File: config.mk
export PLATFORM = sky130hd
export DESIGN_NAME = wb_rr_arbiter
export DESIGN_NICKNAME = d
export VERILOG_FILES = /design/src/rtl/wb_rr_arbiter_pkg.sv /design/src/rtl/wb_rr_arbiter_pick.sv /design/src/rtl/wb_rr_arbiter.sv
export SDC_FILE = /design/constraint.sdc
export NUM_CORES = 1
export LEC_CHECK = 0
export ABC_CLOCK_PERIOD_IN_PS = 2100
export CAP_MARGIN = 20
export CORE_AREA = 2 2 176 178
export CTS_CLUSTER_DIAMETER = 100
export DETAILED_ROUTE_END_ITERATION = 8
export DIE_AREA = 0 0 178 180
export GPL_TIMING_DRIVEN = 0
export HOLD_SLACK_MARGIN = 0.08
export PLACE_DENSITY = 0.38
export SLEW_MARGIN = 15
export SYNTH_ARGS = -nofsm -noshare
export SYNTH_HDL_FRONTEND = slang
export SYNTH_HIERARCHICAL = 1
export SYNTH_SLANG_ARGS = --single-unit
File: constraint.sdc
create_clock -name sys_clk -period 2.1 [get_ports sys_clk]
set_input_delay 0.315 -clock sys_clk [delete_from_list [all_inputs] [get_ports sys_clk]]
set_output_delay 0.315 -clock sys_clk [all_outputs]
set_load 0.01 [all_outputs]
File: src/rtl/wb_rr_arbiter_pkg.sv
// Shared SoC bus definitions for the Wishbone round-robin arbiter.
// Master count, lane widths and arbiter state encodings.
package wb_rr_arbiter_pkg;

    localparam int NMST = 4;
    localparam int MW   = 2;
    localparam int AW   = 32;
    localparam int DW   = 32;
    localparam int SW   = 4;
    localparam int CTW  = 3;

    localparam logic [MW-1:0] GRANT_RST = 2'd3;

    typedef enum logic [1:0] {
        ST_IDLE  = 2'd0,
        ST_BUSY  = 2'd1,
        ST_ABORT = 2'd2
    } arb_state_e;

endpackage

File: src/rtl/wb_rr_arbiter_pick.sv
// Round-robin priority search over four requesters.
// Searches upward starting one past the last grantee.
module rr_pick4 (
    input  logic [3:0] req,
    input  logic [1:0] last,
    output logic [1:0] gnt,
    output logic       any
);

    logic [1:0] idx;

    // Scan from farthest to nearest so the nearest requester wins
    always_comb begin
        gnt = last;
        idx = last;
        any = |req;
        for (int i = 4; i >= 1; i--) begin
            idx = last + 2'(i);
            if (req[idx]) begin
                gnt = idx;
            end
        end
    end

endmodule

File: src/rtl/wb_rr_arbiter.sv
// Four-master Wishbone round-robin arbiter with stall watchdog.
// Slave port follows the grantee combinationally while BUSY.
module wb_rr_arbiter
    import wb_rr_arbiter_pkg::*;
#(
    parameter int TIMEOUT = 255
) (
    input  logic                sys_clk,
    input  logic                sys_rst_n,
    input  logic [NMST*AW-1:0]  m_adr_i,
    input  logic [NMST*DW-1:0]  m_dat_i,
    input  logic [NMST*SW-1:0]  m_sel_i,
    input  logic [NMST*CTW-1:0] m_cti_i,
    input  logic [NMST-1:0]     m_we_i,
    input  logic [NMST-1:0]     m_cyc_i,
    input  logic [NMST-1:0]     m_stb_i,
    output logic [DW-1:0]       m_dat_o,
    output logic [NMST-1:0]     m_ack_o,
    output logic [NMST-1:0]     m_err_o,
    output logic [AW-1:0]       s_adr_o,
    output logic [DW-1:0]       s_dat_o,
    output logic [SW-1:0]       s_sel_o,
    output logic [CTW-1:0]      s_cti_o,
    output logic                s_we_o,
    output logic                s_cyc_o,
    output logic                s_stb_o,
    input  logic [DW-1:0]       s_dat_i,
    input  logic                s_ack_i,
    output logic [MW-1:0]       grant_o,
    output logic                timeout_o
);

    localparam int CW = (TIMEOUT > 255) ? $clog2(TIMEOUT + 1) : 8;
    localparam logic [CW-1:0] TO_LAST =
        CW'((TIMEOUT == 0) ? 0 : TIMEOUT - 1);

    arb_state_e    state_q;
    logic [MW-1:0] grant_q;
    logic [MW-1:0] pick_gnt;
    logic          pick_any;
    logic [CW-1:0] cnt_q;
    logic [CW-1:0] cnt_d;
    logic          busy;
    logic          cyc_g;
    logic          stb_g;
    logic          stall;
    logic          to_hit;
    logic [3:0]    cti_lo;

    rr_pick4 u_pick (
        .req  (m_cyc_i),
        .last (grant_q),
        .gnt  (pick_gnt),
        .any  (pick_any)
    );

    // Reset gates the bus immediately so nothing leaks mid-transaction
    assign busy   = sys_rst_n && (state_q == ST_BUSY);
    assign cyc_g  = m_cyc_i[grant_q];
    assign stb_g  = m_stb_i[grant_q];
    assign stall  = busy && stb_g && !s_ack_i;
    assign to_hit = (TIMEOUT != 0) && stall && cyc_g
                    && (cnt_q == TO_LAST);
    assign cti_lo = {2'b00, grant_q} * 4'd3;

    // Watchdog next value: saturating stall count, cleared by ack or exit
    always_comb begin
        cnt_d = cnt_q;
        if (!busy || !cyc_g || s_ack_i || to_hit) begin
            cnt_d = '0;
        end else if (stall && (cnt_q != '1)) begin
            cnt_d = cnt_q + 1'b1;
        end
    end

    // Arbitration state machine: pick, hold for the cyc period, abort
    always_ff @(posedge sys_clk) begin
        if (!sys_rst_n) begin
            state_q <= ST_IDLE;
            grant_q <= GRANT_RST;
            cnt_q   <= '0;
        end else begin
            cnt_q <= cnt_d;
            unique case (state_q)
                ST_IDLE: begin
                    if (pick_any) begin
                        grant_q <= pick_gnt;
                        state_q <= ST_BUSY;
                    end
                end
                ST_BUSY: begin
                    if (!cyc_g) begin
                        state_q <= ST_IDLE;
                    end else if (to_hit) begin
                        state_q <= ST_ABORT;
                    end
                end
                ST_ABORT: begin
                    if (!cyc_g) begin
                        state_q <= ST_IDLE;
                    end
                end
                default: state_q <= ST_IDLE;
            endcase
        end
    end

    // Slave-side mux and per-master response routing
    always_comb begin
        s_adr_o   = m_adr_i[{grant_q, 5'd0} +: AW];
        s_dat_o   = m_dat_i[{grant_q, 5'd0} +: DW];
        s_sel_o   = m_sel_i[{grant_q, 2'd0} +: SW];
        s_cti_o   = m_cti_i[cti_lo +: CTW];
        s_we_o    = m_we_i[grant_q];
        s_cyc_o   = busy && cyc_g;
        s_stb_o   = busy && stb_g;
        m_dat_o   = s_dat_i;
        m_ack_o   = '0;
        m_err_o   = '0;
        timeout_o = to_hit;
        if (busy) begin
            m_ack_o[grant_q] = s_ack_i;
            m_err_o[grant_q] = to_hit;
        end
    end

    assign grant_o = grant_q;

endmodule
# Word-level counts from Yosys, hierarchy flattened
# Index checks and enable logic that the tools add are counted.
[classes]
n_addsub = 4
n_mul = 1
n_div = 0
n_lt_le_gt_ge = 5
eq_ne = 7
shift = 4
n_mux = 24
bitwise_logic = 3
reduce_logical = 20
[ops]
columns = ["op", "n"]
rows = [
  ["variable part select 128 x 8 -> 32 bit", 2],
  ["variable part select 16 x 5 -> 4 bit", 1],
  ["2-to-1 mux 2 bit", 7],
  ["binary-select mux 1 bit (select 2 bit)", 6],
  ["less-than comparator 2 x 3 -> 1 bit, second input constant", 4],
  ["variable part select 12 x 5 -> 3 bit", 1],
  ["adder 8 x 1 -> 8 bit, second input constant", 1],
  ["AND 4 bit", 2],
  ["equality test 8 bit, second input constant", 1],
  ["logical AND 1 bit", 8],
  ["2-to-1 mux 4 bit", 2],
  ["!= test 8 bit, second input constant", 1],
  ["2-to-1 mux 1 bit", 7],
  ["case mux 2 bit (3 select lines)", 1],
  ["AND reduction 3 bit", 2],
  ["adder 2 bit, second input constant", 2],
  ["multiplier 2 x 2 -> 4 bit, second input constant", 1],
  ["!= test 2 bit, second input constant", 2],
  ["OR reduction 4 bit", 1],
  ["logical NOT 1 bit", 3],
  ["logical OR 1 bit", 3],
  ["!= test 3 bit, second input constant", 1],
  ["nonzero test 3 bit", 1],
  ["adder 2 x 1 -> 2 bit, second input constant", 1],
  ["other kinds (7)", 7],
]
[totals]
regBits = 12
latch_bits = 0
ram_bits = 0
rom_bits = 0
in_bits = 331
word_cells = 71
memories = 0

# Logic depth before layout (Yosys ltp)
# Gate-level depths: netlist of run 1.
[depth]
ltp_word = 9
mapped_depth = 6

# By module
# Netlist of run 1, hierarchy kept.
[by_module_without_submodules]
columns = ["module", "instances", "cells_per_inst", "area_per_inst_um2", "seq_area_each_um2"]
rows = [
  ["wb_rr_arbiter", 1, 201, 2630.0, 240.2],
  ["rr_pick4", 1, 14, 72.6, 0.0],
]

# Worst setup path before layout of run 1
# OpenSTA, ideal clock, no wires.
[synth_path]
kind = "reg-to-output"
startpoint = "reg grant_q[0] (netlist: grant_o[0])"
endpoint = "out s_dat_o[10]"
arrival_ns = 1.775
required_time_ns = 1.785
slack_ns = 0.010
path_stages_with_launch = 5
n_path_buf = 3
path_cell_list = "dfxtp_1 -> buf_4 -> buf_2 -> buf_2 -> mux4_2"
[synth_between]
elab_chain_cells = 1
[synth_lines]
columns = ["element", "line_no", "rtl"]
rows = [
  ["start, declared", "wb_rr_arbiter.sv:38", "logic [MW-1:0] grant_q;"],
  ["start signal, assigned", "wb_rr_arbiter.sv:87", "grant_q <= pick_gnt;"],
  ["variable part select 128 x 8 -> 32 bit", "wb_rr_arbiter.sv:111", "s_dat_o = m_dat_i[{grant_q, 5'd0} +: DW];"],
  ["end, declared", "wb_rr_arbiter.sv:21", "output logic [DW-1:0] s_dat_o,"],
]
# No other way between the ends.

# Final worst setup path of run 1
[layout_path]
startpoint = "reg grant_q[0] (netlist: grant_o[0])"
endpoint = "out m_err_o[2]"
[layout_between]
elab_chain_cells = 8
[layout_lines]
columns = ["element", "line_no", "rtl"]
rows = [
  ["branches (longest 6 deep; another with less-than comparator 2 x 3 -> 1 bit)", "-", ""],
  ["AND 4 bit (no source line) *", "-", ""],
  ["2-to-1 mux 4 bit *", "wb_rr_arbiter.sv:121", "if (busy) begin"],
  ["end, declared", "wb_rr_arbiter.sv:19", "output logic [NMST-1:0] m_err_o,"],
]
# Every way passes the cells marked *. The select of a mux whose other input is x is not followed.

==> impl_metrics.ini, run 1 <==
[floorplanning]
core.rowCount = 64
die_area_sq_um = 32000
core_area_sq_um = 30200
die_width_um = 178
ios = 448
die_y_um = 180
start_util = 0.0895

[synthesis]
synth.distinct_cells = 33
yosys_most_used_dff = dfxtp_1
ys_seq_area_frac = 0.0889
synth.net_count = 548
synthCells = 215
synth_edf_count = 0
netlist.top_cell.by_area = mux4_2
synth_area_leaders = mux4_2, buf_4, dfxtp_1
netlist_area_sq_um = 2700
synth_top_area_share = 0.617
yosys_warnings = 6
async_flop_share = 0
synth_area_per_cell_sq_um = 12.6
ys_ff_latch = 12

[finish]
final_area_sq_um = 7740
fin_util = 0.257
final_layout_size_suffix_gt1_frac = 0.359
multi_input_area_sq_um = 2140
layout.nets = 996
areaGrowthSynthToFinish_pct = 187
regArea_sq_um = 248
layout_common_cells = clkdlybuf4s50_1, mux4_2, buf_4, buf_2, buf_6
fill_cells = 3200
final_cells = 1057
antennaDiodeCount = 0
layout_commonest_cell = clkdlybuf4s50_1

[run_status]
status = finished with violations
failed_checks = negative setup slack

[timing]
max_freq_ghz = 0.465
worstMarginPinSlew_ps = 496
slew_violations = 0
setup_ws_ps = -49.0
rsz0062_at_grt = true
finalSetupViolCount = 9
slew_headroom = 0.669
setup_tns_ps = -267
fin_skew_ps = 4.07
final-hold-violation-count = 0
period_share = 1.02
period_needed_ps = 2150

[worst_setup_path]
r2r-start = grant_o[0]
critPathSlowestCell = mux4_2
crit_buf_inv = 3
worstPathRequired_ps = 1780
ff2ff_setup_slack_ps = 290
slowest_delay_ps = 550
crit_arrival_ps = 1830
start_kind = register
end_kind = primary output
reg2regPathDepth = 6
path_max_fanout = 7
r2r-end = cnt_q[5]
path_cells = buf_12, mux4_2, nand4_1, buf_4, nor2_2, buf_2
critPathKind = register to primary output
cp_top_family = multiplexers

[place]
place_ws_ps = -1070
port_buffers = 415
dpl.cell_count = 1026
gp_congestion = 0.852
dp_hpwl_um = 18300
placed_cell_area_sq_um = 7350

[route]
totalWireLength_um = 20700
antenna_left = 0
drt-pass1-iter-count = 4
drc_errors = 0
wl_per_cell_um = 19.6
avgViaCountPerCell = 3.69
num_vias = 3897
drt_iter0_markers = 121

[min_path]
worst_hold_path_type = input pin to register
hold_start = sys_rst_n
holdPathEnd = grant_o[1]
min_path_cells = 2

[cts]
path_clk_slew_ps = 40
clockBufferDepth = 2
numCtsBuffers = 3
clk_latency_ps = 240
cts_num_sinks = 12
h-tree-depth = 1
cts_tree = done
root_buffer = clkbuf_16

[global_route]
grt-ovfl-total = 0
grt_max_degree = 11
grtUsageTotal = 0.120
grt_pass1_wl_um = 29000
grt_pass1_vias = 4408
antenna_found_initial = 0

[pwr]
irDropWorstVdd_mv = 0.229
leakage_nw = 3.07
p_per_area_nw_per_um2 = 438

[job]
cap_violations = 0
-- timing repair --
action	CTS	global route
hold buffers	0	0
cloned	2	2
pin swaps	5	2
gates resized for setup	348	56
endpoints found under the setup margin	85	64
setup buffers	19	11
-- where the power goes --
group          switching, mW  internal, mW
combinational           1.04          1.75
sequential            0.0138         0.242
clock                  0.101         0.248
-- final cells by class --
class	count	share of cell area
Timing Repair Buffer	445	0.553
Multi-Input combinational cell	150	0.277
Inverter	3	0.00145
Tap cell	396	0.0640
Sequential cell	12	0.0320
Buffer	48	0.0629
Clock buffer	3	0.00969
-- metal layers --
layer / global-route usage / routed length, um / vias to the layer above / part of all wire
met1: 0.134 / 7510 / 1888 / 0.36
met5: 0 / 0 / - / 0
met2: 0.234 / 11300 / 235 / 0.54
met3: 0.0332 / 1860 / 6 / 0.090
met4: 0.00557 / 68 / 0 / 0.0033
li1: - / - / 1768 / -
-- registers in the layout, indices dropped and copies added (netlist names) --
register / flops
state_q: 2
cnt_q: 8
grant_o: 2
-- cell families (layout without fill, tap and decap cells) --
logic type | after synthesis | count (layout) | share of synthesized area
multiplexers | 77 | 77 | 0.628
buffers and inverters | 53 | 499 | 0.124
AND/OR/NAND/NOR | 50 | 50 | 0.0940
AO/OA/AOI/OAI | 17 | 17 | 0.0435
flip-flops | 12 | 12 | 0.0889
XOR/XNOR | 4 | 4 | 0.0130
adder cells (fa/ha/maj) | 2 | 2 | 0.00926
-- per-stage QoR --
stage | total power, mW | hold slack (ps)
floorplan | 1.36 | 377
global placement | 2.92 | 468
detailed placement | 2.93 | 492
CTS | 3.41 | 490
global route | 3.58 | 321
finish | 3.40 | 305
-- worst max path at each step --
stage	startpoint	endpoint	slack, ps	cells past startpoint
after global routing	grant_o[0]	m_err_o[3]	-120	6
after CTS	grant_o[0]	s_dat_o[30]	-170	4
after detailed placement	grant_o[1]	s_dat_o[21]	-1070	5
after global placement	grant_o[1]	s_dat_o[23]	-1040	5
final	grant_o[0]	m_err_o[2]	-50	6
after floorplan	grant_o[0]	s_dat_o[10]	10	4
-- synthesized netlist by cell type, types with 4 or more instances --
master,n
mux4_2,74
buf_4,33
nor2_1,14
dfxtp_1,12
nand2_1,12
buf_2,9
clkbuf_1,8
a21oi_1,6
nand2b_1,4
nand4_1,4
Note: power is estimated with default switching activity, not from simulation.
==> run 2: changes to the inputs <==
--- a/config.mk
+++ b/config.mk
@@ -9,6 +9,7 @@
 export CAP_MARGIN = 20
 export CORE_AREA = 2 2 176 178
 export CTS_CLUSTER_DIAMETER = 100
+export CTS_CLUSTER_SIZE = 40
 export DETAILED_ROUTE_END_ITERATION = 8
 export DIE_AREA = 0 0 178 180
 export GPL_TIMING_DRIVEN = 0
==> results of run 2 <==
Same layout as run 1: the final DEF is identical, and so are final timing and power.
